<file path="src/rtl/serial_adder.sv">
// Digit-serial adder: adds DIGIT bits per clock over WIDTH/DIGIT cycles with a start/busy/done handshake.
// Optional macro SERIAL_ADDER_SUB_EN adds a 'sub' input that selects a - b (a + ~b + 1).
module serial_adder #(
    parameter int WIDTH = 8,
    parameter int DIGIT = 1
) (
    input  logic             clk,
    input  logic             rst_n,
    input  logic             start,
    input  logic [WIDTH-1:0] a,
    input  logic [WIDTH-1:0] b,
    input  logic             cin,
`ifdef SERIAL_ADDER_SUB_EN
    input  logic             sub,
`endif
    output logic             busy,
    output logic             done,
    output logic [WIDTH-1:0] sum,
    output logic             cout
);

    localparam int N  = WIDTH / DIGIT;
    localparam int CW = (N > 1) ? $clog2(N) : 1;
    localparam logic [CW-1:0] LAST = CW'(N - 1);

    localparam logic [0:0] IDLE = 1'b0;
    localparam logic [0:0] RUN  = 1'b1;

    logic [0:0]       state_q, state_d;
    logic [WIDTH-1:0] a_q, a_d;
    logic [WIDTH-1:0] b_q, b_d;
    logic             carry_q, carry_d;
    logic [CW-1:0]    cnt_q, cnt_d;
    logic [WIDTH-1:0] psum_q, psum_d;
    logic [WIDTH-1:0] sum_q, sum_d;
    logic             cout_q, cout_d;
    logic             done_q, done_d;

    logic [DIGIT:0]         digit_sum;
    logic [WIDTH+DIGIT-1:0] psum_cat;
    logic [WIDTH-1:0]       psum_shift;
    logic                   sub_sel;

`ifdef SERIAL_ADDER_SUB_EN
    assign sub_sel = sub;
`else
    assign sub_sel = 1'b0;
`endif

    // One DIGIT-bit full-adder slice; the new digit enters the partial sum at its MSB end.
    assign digit_sum  = {1'b0, a_q[DIGIT-1:0]} + {1'b0, b_q[DIGIT-1:0]} + {{DIGIT{1'b0}}, carry_q};
    assign psum_cat   = {digit_sum[DIGIT-1:0], psum_q};
    assign psum_shift = psum_cat[WIDTH+DIGIT-1:DIGIT];

    always_comb begin
        // NOTE: every _d gets a default first so no path through the case infers a latch.
        state_d = state_q;
        a_d     = a_q;
        b_d     = b_q;
        carry_d = carry_q;
        cnt_d   = cnt_q;
        psum_d  = psum_q;
        sum_d   = sum_q;
        cout_d  = cout_q;
        done_d  = 1'b0;
        case (state_q)
            IDLE: begin
                if (start) begin
                    state_d = RUN;
                    a_d     = a;
                    // Subtraction folds into the same slice: invert b and force the carry-in.
                    b_d     = sub_sel ? ~b : b;
                    carry_d = sub_sel ? 1'b1 : cin;
                    cnt_d   = '0;
                end
            end
            RUN: begin
                a_d     = a_q >> DIGIT;
                b_d     = b_q >> DIGIT;
                carry_d = digit_sum[DIGIT];
                psum_d  = psum_shift;
                cnt_d   = cnt_q + CW'(1);
                if (cnt_q == LAST) begin
                    state_d = IDLE;
                    sum_d   = psum_shift;
                    cout_d  = digit_sum[DIGIT];
                    done_d  = 1'b1;
                end
            end
            default: state_d = IDLE;
        endcase
    end

    // NOTE: sequential state uses non-blocking assignments; every register, operands included, is reset.
    always_ff @(posedge clk or negedge rst_n) begin
        if (!rst_n) begin
            state_q <= IDLE;
            a_q     <= '0;
            b_q     <= '0;
            carry_q <= 1'b0;
            cnt_q   <= '0;
            psum_q  <= '0;
            sum_q   <= '0;
            cout_q  <= 1'b0;
            done_q  <= 1'b0;
        end else begin
            state_q <= state_d;
            a_q     <= a_d;
            b_q     <= b_d;
            carry_q <= carry_d;
            cnt_q   <= cnt_d;
            psum_q  <= psum_d;
            sum_q   <= sum_d;
            cout_q  <= cout_d;
            done_q  <= done_d;
        end
    end

    assign busy = (state_q == RUN);
    assign done = done_q;
    assign sum  = sum_q;
    assign cout = cout_q;

endmodule

</file>
<file path="config.mk">
export PLATFORM = sky130hd
export DESIGN_NAME = serial_adder
export DESIGN_NICKNAME = d
export VERILOG_FILES = /design/src/rtl/serial_adder.sv
export SDC_FILE = /design/constraint.sdc
export NUM_CORES = 1
export LEC_CHECK = 0
export BUFFER_PORTS_ARGS = -buffer_cell sky130_fd_sc_hd__buf_2
export CAP_MARGIN = 20
export CORE_ASPECT_RATIO = 0.8
export CORE_UTILIZATION = 25
export DETAILED_ROUTE_END_ITERATION = 16
export PLACE_DENSITY_LB_ADDON = 0.1
export SYNTH_ARGS = -nofsm -noshare
export SYNTH_HDL_FRONTEND = slang
export SYNTH_SLANG_ARGS = --single-unit
</file>
<file path="constraint.sdc">
create_clock -name clk -period 2.6 [get_ports clk]
set_input_delay 0.52 -clock clk [delete_from_list [all_inputs] [get_ports clk]]
set_output_delay 0.52 -clock clk [all_outputs]
set_load 0.01 [all_outputs]
</file>
==> reports/results.ini <==
[run_status]
status=completed

[setup_path]
cp.arrival_ps=1170
slowest_delay_ps=660
criticalPathCategory=flip-flop to output pin
startpoint_type=flip-flop
crit_family=flip-flops
end_kind=output pin
cp_data_required_time_ps=2080
crit_slowest_cell=dfrtp_2
path_buf_inv=1
path_max_fanout=19
crit_chain=buf_2

[sta]
worst_slew_pin_slew_ps=851
setup_violations=0
period_share_pct=65.1
finalHoldViolations=0
rsz0062_at_grt=false
hold_ws_ps=337
fmax_ghz=0.591
skew_ps=8.95
finalMaxSlewViolations=0
relSlewSlack_pct=43.3
fin_crit_ps=1690
worst_slack_ps=907
setup_tns_ps=0

[synth]
synth_most_common_cell=dfrtp_1
syn_avg_cell_area_um2=13.8
synthFlopType=dfrtp_1
syn-cell-area_mm2=0.00167
ys_top_cells_by_count=dfrtp_1 (38), mux2i_1 (18), nand2_1 (15)
synthCells=121
ys_seq_area_share_pct=57.0
netlist.area_leader.share_pct=57.0
synth.ff_latch_count=38
yosys.area.top_type=dfrtp_1
synth-edff-count=0
synthesis.nets=144
yosys-top-cells-area=dfrtp_1 (57%), mux2_4 (12%), mux2i_1 (11%), nand2_1 (3.4%), o21ai_1 (2.4%)
ys_types=19
async_flop_share_pct=100
yosys_warnings=0

[floorplan]
core_area_mm2=0.00641
pin_count=31
dieArea_mm2=0.00701
start_util_pct=26.0
num_rows=26
dieHeight_um=75.1
die_w_um=93.4

[clocking]
cts.reportedPaths.clkPinSlew_ps=80
clkLatencyLatePin_ps=290
ctsHoldBuffers=0
tritoncts=built
cts.sinks=38
clock-root-buffer=clkbuf_8
clockBufferDepth=2
cts_resized=0
cts_max_level=2
cts_buffers=5
post_cts_buffers=0

[placed_design]
dp.final_hpwl_um=2000
dp.cells=229
place_congestion=0.683
io_buffers=30
placed_cell_area_mm2=0.00186
post-place-ws_ps=1110

[drt]
routedWlPerCell_um=12.6
routed_wirelength_um=2990
vias=976
drt-pass1-iter-count=3
drt_iter0_drc=48
drtAntennaViolNets=0
drc=0
via_per_inst=4.12

[global_route]
grt_max_degree=39
grt_pass1_vias=1043
grt_pass1_wl_um=5080
grt-ovfl-total=0
grt_util_all_layers_pct=9.86
antenna_found_initial=0

[finish]
num-fill-cells=666
drive_gt1_share_pct=37.3
area_growth_pct=20.2
fin_area_mm2=0.00201
antenna_cells=0
fin_cells=237
fin_nets=175

[pwr]
vdd_drop_max_mv=0.336
p_per_area_mw_per_mm2=1180
leakage_uw=0.00102

[flow_run]
maxCapViolations=0

[min_path]
min_path_type=input port to asynchronous set/reset pin

## registers in the layout, summed over array words and instances, names as in the netlist
| name | count |
|---|---|
| cout | 1 |
| psum_q | 7 |
| cnt_q | 3 |
| carry_q | 1 |
| done | 1 |
| busy | 1 |
| sum | 8 |
| a_q | 8 |
| b_q | 8 |
## report_power, final
part,internal (uW),total [uW],leakage [uW],switching [uW]
combinational,428,727,0.000463,300
sequential,834,1020,0.000488,190
clock,409,616,0.0000714,206
total,1670,2370,0.00102,696
## routing by layer
layer	wire length, um	track usage [%]	vias to the layer above
met2	1260	14.1	21
met1	1530	13.4	471
met5	0	0	-
met3	161	3.33	7
met4	46	4.62	0
li1	-	-	477
## layout by cell type (no fill, tap or decap), drive strengths merged
master / n
dfrtp: 38
buf: 31
mux2i: 18
nand2: 16
mux2: 16
o21ai: 15
clkbuf: 6
nor2: 3
a22o: 2
ha: 2
bufinv: 2
inv: 1
a21oi: 1
nand2b: 1
fa: 1
## per-stage QoR
step	total power (uW)	utilization, %
after global routing	2560	31.3
final	2370	31.3
after detailed placement	1780	29.1
after floorplan	1590	-
after CTS	2420	31.3
after global placement	1760	29.1
## kinds of logic after synthesis
group | share of synthesized area (%)
AO/OA/AOI/OAI | 5.85
buffers and inverters | 4.35
adder cells (fa/ha/maj) | 2.70
AND/OR/NAND/NOR | 5.62
multiplexers | 24.5
flip-flops | 57.0
## worst paths after layout
path,from,endpoint,slack [ps],depth (start not counted)
max,busy,busy,910,1
min,rst_n,sum[4],340,1
max reg2reg,busy,cnt_q[2],1110,3
min reg2reg,cnt_q[0],cnt_q[0],490,1
max in group asynchronous,rst_n,busy,1680,1
min in group clk,b[7],b_q[7],470,3
## area by class of cell
cell class	instances	area, um2	share of cell area (%)
Clock buffer	6	82.6	4.11
Timing Repair Buffer	31	158	7.86
Tap cell	84	105	5.24
Multi-Input combinational cell	75	646	32.2
Sequential cell	38	952	47.4
Inverter	1	3.75	0.187
Clock inverter	2	60.1	2.99
Power figures use the tool's default switching activity.
